$ cat config.mk
export PLATFORM = sky130hd
export DESIGN_NAME = distance_uart_reporter
export DESIGN_NICKNAME = d
export VERILOG_FILES = /design/src/rtl/distance_uart_reporter.sv
export SDC_FILE = /design/constraint.sdc
export NUM_CORES = 1
export LEC_CHECK = 0
export BUFFER_PORTS_ARGS = -buffer_cell sky130_fd_sc_hd__buf_2
export CAP_MARGIN = 20
export CELL_PAD_IN_SITES_DETAIL_PLACEMENT = 1
export CELL_PAD_IN_SITES_GLOBAL_PLACEMENT = 1
export CORE_ASPECT_RATIO = 0.7
export CORE_MARGIN = 2
export CORE_UTILIZATION = 53
export CTS_BUF_LIST = sky130_fd_sc_hd__clkbuf_4 sky130_fd_sc_hd__clkbuf_8
export CTS_CLUSTER_DIAMETER = 150
export CTS_CLUSTER_SIZE = 8
export DETAILED_ROUTE_END_ITERATION = 10
export GPL_ROUTABILITY_DRIVEN = 0
export PLACE_DENSITY_LB_ADDON = 0.12
export SYNTH_ARGS = -nofsm -noshare
export SYNTH_HDL_FRONTEND = slang
export SYNTH_HIERARCHICAL = 1
export SYNTH_SLANG_ARGS = --single-unit
$ cat constraint.sdc
create_clock -name clk -period 5.4 [get_ports clk]
set_input_delay 0.54 -clock clk [delete_from_list [all_inputs] [get_ports clk]]
set_output_delay 0.54 -clock clk [all_outputs]
set_load 0.01 [all_outputs]
$ cat src/rtl/distance_uart_reporter.sv
// Formats the ultrasonic distance as "DDDcm\r\n" and streams it byte by byte into the UART transmitter.
// Frames come from a request pulse, the auto-report period, or a request that arrived while a frame was running.

module distance_uart_reporter_chk (
   input logic clk,
   input logic reset,
   input logic tx_start,
   input logic busy
);

   // A start is a single-cycle pulse; the next byte always waits for a done.
   a_start_single : assert property (@(posedge clk) disable iff (!reset) tx_start |=> !tx_start);
   a_start_busy   : assert property (@(posedge clk) disable iff (!reset) tx_start |-> busy);

endmodule

module distance_uart_reporter #(
   parameter int unsigned CLK_HZ    = 100_000_000,
   parameter int unsigned PERIOD_MS = 500,
   parameter int unsigned MAX_CM    = 400
) (
   input  logic       clk,
   input  logic       reset,
   input  logic [8:0] i_distance,
   input  logic       i_req,
   input  logic       i_auto_en,
   input  logic       i_tx_done,
   output logic       o_tx_start,
   output logic [7:0] o_tx_data,
   output logic       o_busy
);

   localparam int unsigned      PERIOD_CYC  = CLK_HZ / 32'd1000 * PERIOD_MS;
   localparam int unsigned      CNT_W       = (PERIOD_CYC > 32'd1) ? $clog2(PERIOD_CYC) : 1;
   localparam logic [CNT_W-1:0] PERIOD_LAST = CNT_W'(PERIOD_CYC - 32'd1);
   localparam logic [CNT_W-1:0] CNT_ONE     = CNT_W'(32'd1);
   localparam logic [9:0]       MAX_CM_L    = 10'(MAX_CM);
   localparam logic [3:0]       CONV_LAST   = 4'd8;
   localparam logic [2:0]       IDX_LAST    = 3'd6;

   typedef enum logic [1:0] {
      ST_IDLE = 2'd0,
      ST_CONV = 2'd1,
      ST_SEND = 2'd2,
      ST_WAIT = 2'd3
   } state_t;

   state_t           state_r;
   state_t           state_next_s;
   logic [CNT_W-1:0] period_cnt_r;
   logic             tick_s;
   logic             trigger_s;
   logic             accept_s;
   logic             over_s;
   logic             pending_r;
   logic [8:0]       dist_r;
   logic [20:0]      dd_r;
   logic [20:0]      dd_next_s;
   logic [11:0]      bcd_src_s;
   logic [3:0]       conv_cnt_r;
   logic [2:0]       idx_r;
   logic [2:0]       idx_next_s;
   logic             tx_start_r;
   logic [7:0]       tx_data_r;
   logic             busy_r;

   // One double-dabble step on {hundreds, tens, ones, remaining binary}: adjust digits >= 5, then shift.
   function automatic logic [20:0] dd_step(input logic [20:0] v);
      logic [20:0] t;
      t = v;
      for (int d = 0; d < 3; d++) begin
         if (t[9 + 4*d +: 4] >= 4'd5) begin
            t[9 + 4*d +: 4] = t[9 + 4*d +: 4] + 4'd3;
         end else begin
            t[9 + 4*d +: 4] = t[9 + 4*d +: 4];
         end
      end
      return {t[19:0], 1'b0};
   endfunction

   // Byte idx of the line; leading zeros blank to spaces but the ones digit is always a numeral.
   function automatic logic [7:0] frame_byte(input logic [2:0] idx, input logic [11:0] bcd,
                                             input logic over);
      logic [7:0] b;
      case (idx)
         3'd0: begin
            if (over)                    b = 8'h2D;
            else if (bcd[11:8] == 4'd0)  b = 8'h20;
            else                         b = {4'h3, bcd[11:8]};
         end
         3'd1: begin
            if (over)                                      b = 8'h2D;
            else if ((bcd[11:8] == 4'd0) && (bcd[7:4] == 4'd0)) b = 8'h20;
            else                                           b = {4'h3, bcd[7:4]};
         end
         3'd2: begin
            if (over) b = 8'h2D;
            else      b = {4'h3, bcd[3:0]};
         end
         3'd3:    b = 8'h63;
         3'd4:    b = 8'h6D;
         3'd5:    b = 8'h0D;
         3'd6:    b = 8'h0A;
         default: b = 8'h00;
      endcase
      return b;
   endfunction

   assign tick_s    = i_auto_en & (period_cnt_r == PERIOD_LAST);
   assign trigger_s = i_req | tick_s | pending_r;
   assign over_s    = ({1'b0, dist_r} > MAX_CM_L);
   assign dd_next_s = dd_step(dd_r);

   // The last conversion step lands on the same edge that loads byte 0, so use the step result then.
   always_comb begin
      bcd_src_s = dd_r[20:9];
      if (state_r == ST_CONV) begin
         bcd_src_s = dd_next_s[20:9];
      end else begin
         bcd_src_s = dd_r[20:9];
      end
   end

   // Auto-report period counter, held at zero while auto mode is off.
   always_ff @(posedge clk or negedge reset) begin
      if (!reset) begin
         period_cnt_r <= {CNT_W{1'b0}};
      end else if (!i_auto_en) begin
         period_cnt_r <= {CNT_W{1'b0}};
      end else if (period_cnt_r == PERIOD_LAST) begin
         period_cnt_r <= {CNT_W{1'b0}};
      end else begin
         period_cnt_r <= period_cnt_r + CNT_ONE;
      end
   end

   // Triggers arriving during a frame collapse into one pending frame.
   always_ff @(posedge clk or negedge reset) begin
      if (!reset) begin
         pending_r <= 1'b0;
      end else if (state_r != ST_IDLE) begin
         if (i_req | tick_s) begin
            pending_r <= 1'b1;
         end
      end else if (accept_s) begin
         pending_r <= 1'b0;
      end
   end

   // Next-state logic; i_tx_done only matters while waiting on a byte.
   always_comb begin
      state_next_s = state_r;
      idx_next_s   = idx_r;
      accept_s     = 1'b0;
      case (state_r)
         ST_IDLE: begin
            if (trigger_s) begin
               accept_s     = 1'b1;
               idx_next_s   = 3'd0;
               state_next_s = ST_CONV;
            end else begin
               state_next_s = ST_IDLE;
            end
         end
         ST_CONV: begin
            if (conv_cnt_r == CONV_LAST) begin
               idx_next_s   = 3'd0;
               state_next_s = ST_SEND;
            end else begin
               state_next_s = ST_CONV;
            end
         end
         ST_SEND: begin
            state_next_s = ST_WAIT;
         end
         ST_WAIT: begin
            if (i_tx_done) begin
               if (idx_r < IDX_LAST) begin
                  idx_next_s   = idx_r + 3'd1;
                  state_next_s = ST_SEND;
               end else begin
                  state_next_s = ST_IDLE;
               end
            end else begin
               state_next_s = ST_WAIT;
            end
         end
         default: begin
            state_next_s = ST_IDLE;
         end
      endcase
   end

   // State, sample capture and binary-to-BCD shift register.
   always_ff @(posedge clk or negedge reset) begin
      if (!reset) begin
         state_r    <= ST_IDLE;
         idx_r      <= 3'd0;
         dist_r     <= 9'd0;
         dd_r       <= 21'd0;
         conv_cnt_r <= 4'd0;
      end else begin
         state_r <= state_next_s;
         idx_r   <= idx_next_s;
         if (accept_s) begin
            dist_r     <= i_distance;
            dd_r       <= {12'd0, i_distance};
            conv_cnt_r <= 4'd0;
         end else if (state_r == ST_CONV) begin
            dd_r       <= dd_next_s;
            conv_cnt_r <= conv_cnt_r + 4'd1;
         end
      end
   end

   // Registered outputs decoded from the upcoming state.
   always_ff @(posedge clk or negedge reset) begin
      if (!reset) begin
         tx_start_r <= 1'b0;
         tx_data_r  <= 8'h00;
         busy_r     <= 1'b0;
      end else begin
         tx_start_r <= (state_next_s == ST_SEND);
         busy_r     <= (state_next_s != ST_IDLE);
         if (state_next_s == ST_SEND) begin
            tx_data_r <= frame_byte(idx_next_s, bcd_src_s, over_s);
         end
      end
   end

   assign o_tx_start = tx_start_r;
   assign o_tx_data  = tx_data_r;
   assign o_busy     = busy_r;

   distance_uart_reporter_chk u_chk (
      .clk      (clk),
      .reset    (reset),
      .tx_start (tx_start_r),
      .busy     (busy_r)
   );

endmodule

==> results of run 1 <==
how the worst min path moves through the flow:
stage	start	end	cells past startpoint
after floorplan	reset	conv_cnt_r[0]$_DFFE_PN0P_	0
after global placement	dd_r[6]$_DFFE_PN0P_	dd_r[6]$_DFFE_PN0P_	2
after detailed placement	dd_r[7]$_DFFE_PN0P_	dd_r[7]$_DFFE_PN0P_	2
after CTS	reset	period_cnt_r[3]$_DFF_PN0_	1
after global routing	reset	period_cnt_r[3]$_DFF_PN0_	1
final	reset	period_cnt_r[5]$_DFF_PN0_	1
layout by cell type (no fill, tap or decap), drive strengths merged, types with 10 or more instances in the layout:
master and instances:
buf 26, xor2 19, inv 15, nand2 55
a21oi 17, nand3 13, dfrtp 75, clkbuf 10
nor2 48, ha 10, o21ai 24
sequential cells by signal, indices dropped and copies added, names as in the netlist:
register,count
period_cnt_r,26
o_busy,1
o_tx_start,1
o_tx_data,7
dist_r,9
conv_cnt_r,4
state_r,2
pending_r,1
idx_r,3
dd_r,21
logic make-up (layout without fill, tap and decap cells):
kind of cell    count (synthesis)  count (layout)
other cells                     1               1
mux                            13              13
xor+xnor                       27              27
compound gates                 95              95
flops                          75              75
fa+ha+maj                      10              10
simple gates                  162             162
buf+inv                        32              55
worst register-to-register path: cells and delay by family, from the launching register on:
kind	cells	cell delay (ns)
compound gates	4	0.96
flops	1	0.71
buf+inv	2	0.52
simple gates	1	0.24
cell type report:
type	instances	area [sq um]
clock buffers	10	137.6
clock inverters	5	62.56
fillers	857	2934
inverters	14	55.05
multi-input cells	308	1956
flip-flops and latches	75	1877
well taps	98	122.6
repair buffers	26	142.6
layer usage:
metal  global-route usage, %  up-vias  part of all wire, %
met2                   39.12       52                   46
li1                        -     1486                    -
met3                   5.475       13                  3.6
met4                   6.795        0                  1.1
met1                   36.96     1600                   49
met5                       0        -                    0
stage by stage:
step | instances | area [sq um] | power, mW | hold slack (ns)
final | 536 | 4353 | 2.407 | 0.3045
after global routing | 536 | 4353 | 2.591 | 0.3772
after CTS | 535 | 4345 | 2.410 | 0.3610
after detailed placement | 520 | 4145 | 1.933 | 0.4606
after global placement | 520 | 4145 | 1.869 | 0.4514
after floorplan | 415 | 3974 | 1.661 | 0.2444
power groups by stage:
stage                     Combinational, mW  Sequential, mW  Clock [mW]
after floorplan                       0.820           0.841           0
after global placement                0.989           0.880           0
after detailed placement               1.04           0.896           0
after CTS                              1.07           0.890       0.454
after global routing                   1.19           0.917       0.480
final                                  1.07           0.892       0.446
==> reports/metrics.csv, run 1 <==
metric;value;unit
status;finished clean;
synth-simple-area-share;19.71;%
muxShareOfSynthArea;3.558;%
hold_class;in -> async;
path_class;reg -> reg;
seq_power_share;37.0;%
ys_seq_area_share;47.23;%
rrSetupSlack;2.84;ns
grt_max_degree;76;
cp-start-kind;register;
p_per_area;553.0;nW/um^2
grt_pass1_vias;3219;
clk_path_buf_depth;2;
arrival;2.80;ns
grt_pass1_wl;16390;microns
route.detailed.drc;0;
clockRootBuffer;clkbuf_8;
grt_overflow_total;0;
dieArea;8217;sq um
io_buffers;22;
cp-end-kind;register;
fin_util;59.74;%
die_w;107.5;microns
fin_crit;2.562;ns
yosysTopAreaCellShare;47.23;%
p_sw;1.047;mW
synth_edf_count;0;
crit_start;state_r[0]$_DFF_PN0_;
track_usage;25.56;%
detail_route.wl_per_cell;18.22;microns
synth.most_common_cell;dfrtp_1;
core;7287;sq um
reg2reg_depth;7;
synth.area.top_cells;dfrtp_1 (47%), nand2_1 (5.2%), nor2_1 (4.4%);
period_share;47.44;%
clock_latency;0.36;ns
cp_max_fo;29;
worstMarginPinSlew;0.9387;ns
die_height;76.45;microns
ys_async_sr_fraction;100.0;%
initial_utilization;54.53;%
dr_total_vias;3151;
final-setup-viol-count;0;
cts_inserted_buffers;9;
combPwrFrac;44.4;%
reg2reg_to;o_tx_data[1]$_DFFE_PN0P_;
yosys_register_bits;75;
cts.repair.resized;0;
cts.htree.levels;3;
synthesis.area;3974;sq um
postCtsSetupRepairBufs;0;
synth_cell_types;59;
slew_headroom;37.42;%
rsz0062_at_grt;no;
wl;9768;microns
post-place-ws;2.863;ns
synth_cells;415;
p_clk_share;18.5;%
clkTransAtPathRegs;0.09;ns
p_leak;2.000;nW
final_antenna_net_count;0;
timing.rr.start;state_r[0]$_DFF_PN0_;
ir_drop;344.9;uV
firstDrtPassIters;4;
slew_violations;0;
synthAdderAreaFrac;3.149;%
fin_tns_setup;0;ns
n_antenna_cell;0;
row_count;26;
layout_setup_ws;2.838;ns
worstPathCellList;nor2b_2, buf_4, a21oi_1, a21oi_2, inv_1, a31oi_1, o31ai_1;
synth_compound_area_share;16.69;%
syn_nets;439;
drt_iter0_drc;157;
path_depth;7;
ctsHoldBuffers;0;
required;5.64;ns
synthTopCellsByCount;dfrtp_1 (75), nand2_1 (55), nor2_1 (47);
via_per_inst;5.879;
synth_top_area_cell;dfrtp_1;
area_delta_synth_final;9.540;%
switching_share;43.51;%
antenna_found_initial;0;
endpoint;o_tx_data[1]$_DFFE_PN0P_;
ioPinCount;24;
path_buf_inv;2;
ys.warnings.count;6;
critical-path-top-delay-family;compound AO/OA/AOI/OAI gates;
hold_violations;0;
ys.flop_type;dfrtp_1;
critPathMaxStageDelay;0.71;ns
fmax;390.4;MHz
p_int;1.360;mW
layout.nets;458;
dpl.hpwl;6585;microns
cap_violations;0;
drive_above_1_share;14.61;%
skew;0.01075;ns
synth_top_family_by_area;simple AND/OR/NAND/NOR gates;
synth-xor-area-share;5.951;%
avgSynthCellArea;9.575;sq um
cts.sinks;75;
cp_slowest_cell;dfrtp_1;
cts_tree;yes;
Power figures use the tool's default switching activity.
==> inputs of run 2 (changes only) <==
--- a/config.mk
+++ b/config.mk
@@ -11,7 +11,7 @@
 export CELL_PAD_IN_SITES_GLOBAL_PLACEMENT = 1
 export CORE_ASPECT_RATIO = 0.7
 export CORE_MARGIN = 2
-export CORE_UTILIZATION = 53
+export CORE_UTILIZATION = 44
 export CTS_BUF_LIST = sky130_fd_sc_hd__clkbuf_4 sky130_fd_sc_hd__clkbuf_8
 export CTS_CLUSTER_DIAMETER = 150
 export CTS_CLUSTER_SIZE = 8
==> constraint.sdc (replaced) <==
create_clock -name clk -period 2.2 [get_ports clk]
set_input_delay 0.22 -clock clk [delete_from_list [all_inputs] [get_ports clk]]
set_output_delay 0.22 -clock clk [all_outputs]
set_load 0.01 [all_outputs]
==> run 2 against run 1 <==
  * The run now ends with setup timing left
  * Sequential power is 140% higher
  * Global-route usage is 3.2 points lower
  * Critical path depth stayed put
  * Count of clock-buffer cells in the layout stayed put
  * Sequential share of layout area is 5.9 points lower
  * Largest cell class unchanged
  * Worst setup slack worse by 2.9 ns
  * Highest routed layer unchanged
  * Cell count is 15% higher
  * Clock skew is 0.0029 ns lower
  * Maximum frequency is 15% higher
==> reports/metrics.csv, run 2 (synthesis results as in run 1) <==
metric;value;unit;change
io_buffers;22;;unchanged
dieArea;9820;sq um;+19%
min_path_cells;3;;
die_height;83.51;microns;+9.2%
p_leak;2.333;nW;+17%
clock_latency;0.37;ns;about the same
reg.largest.list;period_cnt_r: 26 flops, dd_r: 21 flops, dist_r: 9 flops;;
cap_violations;0;;unchanged
grt_pass1_vias;3411;;+6.0%
ioPinCount;24;;unchanged
path_class;reg -> reg;;
largest_register_ffs;26;;unchanged
cts.sinks;75;;unchanged
worstHoldStart;i_distance[2];;
failed_checks;setup timing;;
critical-path-top-delay-family;simple AND/OR/NAND/NOR gates;;
route.detailed.drc;0;;unchanged
clkTransAtPathRegs;0.08;ns;about the same
die_w;117.6;microns;+9.4%
slew_headroom;65.18;%;+28 points
cp-start-kind;register;;
hold_violations;0;;unchanged
p_per_area;1356;nW/um^2;+150%
layout_setup_ws;-0.02917;ns;-2.868 ns
cp_max_fo;9;;-69%
cts.htree.levels;3;;unchanged
reg2reg_depth;7;;unchanged
dp.cells;588;;+13%
hold_class;in -> reg;;
final-setup-viol-count;7;;+7
cts_inserted_buffers;9;;unchanged
period_share;101.3;%;+54 points
cp-end-kind;register;;
fmax;448.6;MHz;+15%
fin_crit;2.229;ns;-0.3324 ns
layout.nets;516;;+13%
fin_area;5044;sq um;+16%
cts_tree;yes;;
rrSetupSlack;-0.03;ns;-2.87 ns
n_antenna_cell;0;;unchanged
fillers;998;;+16%
grt_max_degree;40;;-47%
row_count;28;;+7.7%
cp_slowest_cell;o31a_1;;
holdPathEnd;dd_r[2]$_DFFE_PN0P_;;
clk_path_buf_depth;2;;unchanged
rsz0062_at_grt;yes;;
drt_iter0_drc;163;;+3.8%
critPathMaxStageDelay;0.41;ns;-0.30 ns
drive_above_1_share;30.99;%;+16 points
path_buf_inv;2;;unchanged
fin_cells;617;;+15%
wl;10810;microns;+11%
antenna_found_initial;0;;unchanged
slew_violations;0;;unchanged
firstDrtPassIters;4;;unchanged
area_delta_synth_final;26.92;%;
arrival;2.48;ns;-0.32 ns
track_usage;22.32;%;-3.2 points
final_antenna_net_count;0;;unchanged
grt_overflow_total;0;;unchanged
mostFrequentLayoutCells;dfrtp_1 (73), nand2_1 (54), buf_4 (52);;
core;8618;sq um;+18%
dr_total_vias;3342;;+6.1%
mostFrequentLayoutCell;dfrtp_1;;
required;2.46;ns;-3.18 ns
skew;0.007829;ns;-0.002918 ns
worstMarginPinSlew;0.5168;ns;-0.4219 ns
grt_pass1_wl;17420;microns;+6.3%
clockRootBuffer;clkbuf_8;;
finalPower;6.841;mW;+180%
initial_utilization;46.11;%;-8.4 points
ir_drop;516.2;uV;+50%
timing.rr.start;period_cnt_r[24]$_DFF_PN0_;;
largest-register;period_cnt_r;;
reg2reg_to;dist_r[7]$_DFFE_PN0P_;;
status;finished, violations left;;
dpl.hpwl;7425;microns;+13%
via_per_inst;5.417;;-7.9%
fin_util;58.52;%;-1.2 points
detail_route.wl_per_cell;17.52;microns;-3.8%
worstPathCellList;nor4b_2, nand4_2, o31a_1, nor3_4, buf_6, buf_12, mux2_2;;
postPlaceCellArea;4556;sq um;+9.9%
-- run 2: worst max path at each step --
stage,start,to,depth (start not counted)
final,period_cnt_r[24]$_DFF_PN0_,dist_r[7]$_DFFE_PN0P_,7
after global routing,period_cnt_r[24]$_DFF_PN0_,o_tx_data[2]$_DFFE_PN0P_,9
after CTS,period_cnt_r[18]$_DFF_PN0_,o_tx_data[3]$_DFFE_PN0P_,8
after detailed placement,period_cnt_r[10]$_DFF_PN0_,o_tx_data[3]$_DFFE_PN0P_,8
after global placement,period_cnt_r[9]$_DFF_PN0_,dist_r[0]$_DFFE_PN0P_,6
after floorplan,period_cnt_r[9]$_DFF_PN0_,dist_r[4]$_DFFE_PN0P_,6
-- run 2: cell type report --
class	instances	area, sq um	share of cell area, %
Sequential cell	75	1879	37.26
Clock buffer	10	137.6	2.729
Inverter	14	55.05	1.092
Multi-Input combinational cell	308	2122	42.07
Tap cell	120	150.1	2.977
Timing Repair Buffer	84	658.1	13.05
Clock inverter	6	41.29	0.8187
-- run 2: metrics by stage --
stage	setup slack [ns]	hold WS, ns	TNS (ns)
floorplan	0.06176	-0.07559	0
global placement	-0.02970	0.2227	-0.2737
detailed placement	-0.07913	0.2229	-0.5394
CTS	0.01052	0.08390	0
global route	-0.1165	0.08803	-1.138
finish	-0.02917	0.09821	-0.1482
-- run 2: worst min-delay path: cells and delay by family --
kind / cells / cell delay [ns]
AOI/OAI and AO/OA: 1 / 0.06
and+or+nand+nor: 1 / 0.06
buffers and inverters: 1 / 0.09
-- run 2: where the power goes --
part           leakage, nW  switching, mW  internal [mW]  total [mW]
Clock               0.0843          0.541          0.437       0.978
Combinational         1.28           2.05           1.67        3.72
Sequential           0.968          0.355           1.79        2.14
-- run 2: repair_timing --
item | CTS | global route
hold endpoints to repair | 36 | 0
gates resized for setup | 4 | 44
hold buffers | 1 | 0
setup buffers | 5 | 6
gates cloned | 0 | 1
endpoints found under the setup margin | 14 | 17
pin swaps | 5 | 18
-- run 2: per-layer routing --
metal / share of wire, % / track usage, %
met1: 53 / 33.20
met2: 44 / 32.48
met3: 2.9 / 5.260
met4: 0.82 / 6.243
met5: 0 / 0
==> inputs of run 3 (changes only) <==
--- a/config.mk
+++ b/config.mk
@@ -11,7 +11,7 @@
 export CELL_PAD_IN_SITES_GLOBAL_PLACEMENT = 1
 export CORE_ASPECT_RATIO = 0.7
 export CORE_MARGIN = 2
-export CORE_UTILIZATION = 44
+export CORE_UTILIZATION = 40
 export CTS_BUF_LIST = sky130_fd_sc_hd__clkbuf_4 sky130_fd_sc_hd__clkbuf_8
 export CTS_CLUSTER_DIAMETER = 150
 export CTS_CLUSTER_SIZE = 8
==> run 3 against run 2 <==
  * The flow now finishes without violations
  * Count of clock-buffer cells in the layout rose by 1
  * Critical path depth up 3
  * Sequential power is essentially flat
  * Wire length increased by 2.1%
  * Clock skew is essentially flat
  * Worst setup slack improved by 0.084 ns
  * First-iteration DRC count increased by 10%
  * Die area rose by 9.6%
  * Critical path type unchanged
  * Largest power group unchanged
==> reports/metrics.csv, run 3 (synthesis results as in run 1) <==
metric;value;unit;change
ioPinCount;24;;unchanged
path_class;reg -> reg;;
largest_register_ffs;26;;unchanged
die_height;87.39;microns;+4.6%
rsz0062_at_grt;yes;;
p_clk_share;16.2;%;+1.9 points
layout.nets;511;;-0.97%
path_buf_inv;2;;unchanged
mostFrequentLayoutCells;dfrtp_1 (73), nand2_1 (55), buf_4 (49);;
final_antenna_net_count;0;;unchanged
cts.htree.levels;3;;unchanged
reg.largest.list;period_cnt_r: 26 flops, dd_r: 21 flops, dist_r: 9 flops;;
clock_latency;0.36;ns;about the same
grt_overflow_total;0;;unchanged
grt_pass1_wl;17390;microns;-0.16%
switching_share;42.65;%;-0.47 points
dr_total_vias;3353;;+0.33%
cp-end-kind;register;;
dieArea;10760;sq um;+9.6%
cts_tree;yes;;
p_leak;2.352;nW;+0.82%
clockRootBuffer;clkbuf_8;;
core;9684;sq um;+12%
worstPathCellList;inv_2, ha_2, and3b_2, o21ai_0, nand2_1, o21a_2, buf_6, a31oi_1, nor3_2, o41ai_2;;
critical-path-top-delay-family;compound AO/OA/AOI/OAI gates;;
cp-start-kind;register;;
detail_route.wl_per_cell;17.81;microns;+1.6%
cts.sinks;75;;unchanged
final-setup-viol-count;0;;-7
initial_utilization;41.03;%;-5.1 points
mostFrequentLayoutCell;dfrtp_1;;
finalPower;7.011;mW;+2.5%
io_buffers;22;;unchanged
arrival;2.41;ns;-0.07 ns
ir_drop;627.7;uV;+22%
worstMarginPinSlew;0.6351;ns;+0.1183 ns
largest-register;period_cnt_r;;
wl;11040;microns;+2.1%
area_delta_synth_final;26.98;%;about the same
drive_above_1_share;29.88;%;-1.1 points
n_antenna_cell;0;;unchanged
p_per_area;1389;nW/um^2;+2.4%
hold_class;in -> reg;;
postPlaceCellArea;4528;sq um;-0.60%
grt_pass1_vias;3415;;+0.12%
cp_max_fo;8;;-1
cts_inserted_buffers;9;;unchanged
firstDrtPassIters;4;;unchanged
slew_violations;0;;unchanged
track_usage;21.10;%;-1.2 points
fmax;466.1;MHz;+3.9%
antenna_found_initial;0;;unchanged
combPwrFrac;53.2;%;-1.2 points
drt_iter0_drc;180;;+10%
slew_headroom;57.66;%;-7.5 points
row_count;30;;+7.1%
fin_crit;2.146;ns;-0.08351 ns
hold_violations;0;;unchanged
clkTransAtPathRegs;0.08;ns;about the same
period_share;97.53;%;-3.8 points
status;finished clean;;
seq_power_share;30.6;%;-0.7 points
p_int;4.021;mW;+3.3%
cap_violations;0;;unchanged
route.detailed.drc;0;;unchanged
dpl.hpwl;7420;microns;about the same
die_w;123.1;microns;+4.7%
grt_max_degree;48;;+20%
p_sw;2.990;mW;+1.4%
skew;0.007996;ns;+0.0001670 ns
via_per_inst;5.408;;-0.16%
fin_area;5046;sq um;about the same
fin_util;52.11;%;-6.4 points
fillers;1101;;+10%
clk_path_buf_depth;2;;unchanged
required;2.46;ns;about the same
cp_slowest_cell;dfrtp_1;;
critPathMaxStageDelay;0.39;ns;-0.02 ns
==> run 3: layout make-up <==
class / count / area [sq um] / area share [%]
clock inverter: 5 / 60.06 / 1.190
sequential: 75 / 1879 / 37.24
tap: 128 / 160.2 / 3.174
inverter: 14 / 55.05 / 1.091
timing repair buffer: 79 / 613.1 / 12.15
multi-input combinational: 308 / 2127 / 42.15
clock buffer: 11 / 151.4 / 3.000
==> run 3: worst register-to-register path, stage by stage, from the launching register on <==
cell and delay [ns]:
dfrtp_1 0.39, inv_2 0.05, ha_2 0.17, and3b_2 0.25, o21ai_0 0.20, nand2_1 0.08
o21a_2 0.24, buf_6 0.15, a31oi_1 0.17, nor3_2 0.08, o41ai_2 0.27
==> run 3: power by group through the flow <==
stage	Sequential (mW)	Combinational [mW]	Clock, mW
2_1_floorplan	2.06	2.01	0
3_5_place_dp	2.14	2.97	0
4_1_cts	2.12	3.09	1.17
6_report	2.15	3.73	1.13
3_3_place_gp	2.11	2.87	0
5_1_grt	2.20	4.10	1.22
==> run 3: repair_timing <==
item / in CTS / in global routing
hold buffers: 1 / 0
setup buffers: 1 / 9
hold endpoints to repair: 46 / 0
endpoints found under the setup margin: 9 / 17
resized for setup: 9 / 42
pin swaps: 2 / 17
cloned: 0 / 2
==> run 3: metrics by stage <==
step,hold WS (ns),TNS (ns),cells,setup WS [ns]
after floorplan,-0.07559,0,415,0.06176
after global placement,0.2793,0,591,0.02175
after detailed placement,0.2864,-0.1375,591,-0.05893
after CTS,0.08107,0,609,0.003565
after global routing,0.08497,-0.9572,620,-0.1101
final,0.1054,0,620,0.05435
==> run 3: per-layer routing <==
| layer | vias to the layer above | wire (microns) | global-route usage, % |
|---|---|---|---|
| met2 | 64 | 4926 | 31.37 |
| met3 | 19 | 399 | 4.843 |
| met1 | 1667 | 5555 | 30.75 |
| li1 | 1603 | - | - |
| met5 | - | 0 | 0 |
| met4 | 0 | 161 | 5.888 |
==> run 3: final timing paths <==
check	from	to	slack, ns	cells past startpoint
max	conv_cnt_r[1]$_DFFE_PN0P_	o_tx_data[4]$_DFFE_PN0P_	0.05	10
min	i_distance[0]	dd_r[0]$_DFFE_PN0P_	0.11	2
max reg2reg	conv_cnt_r[1]$_DFFE_PN0P_	o_tx_data[4]$_DFFE_PN0P_	0.05	10
min reg2reg	dd_r[8]$_DFFE_PN0P_	dd_r[8]$_DFFE_PN0P_	0.48	2
max in group asynchronous	reset	dd_r[17]$_DFFE_PN0P_	1.18	3
min in group asynchronous	reset	period_cnt_r[3]$_DFF_PN0_	0.42	2
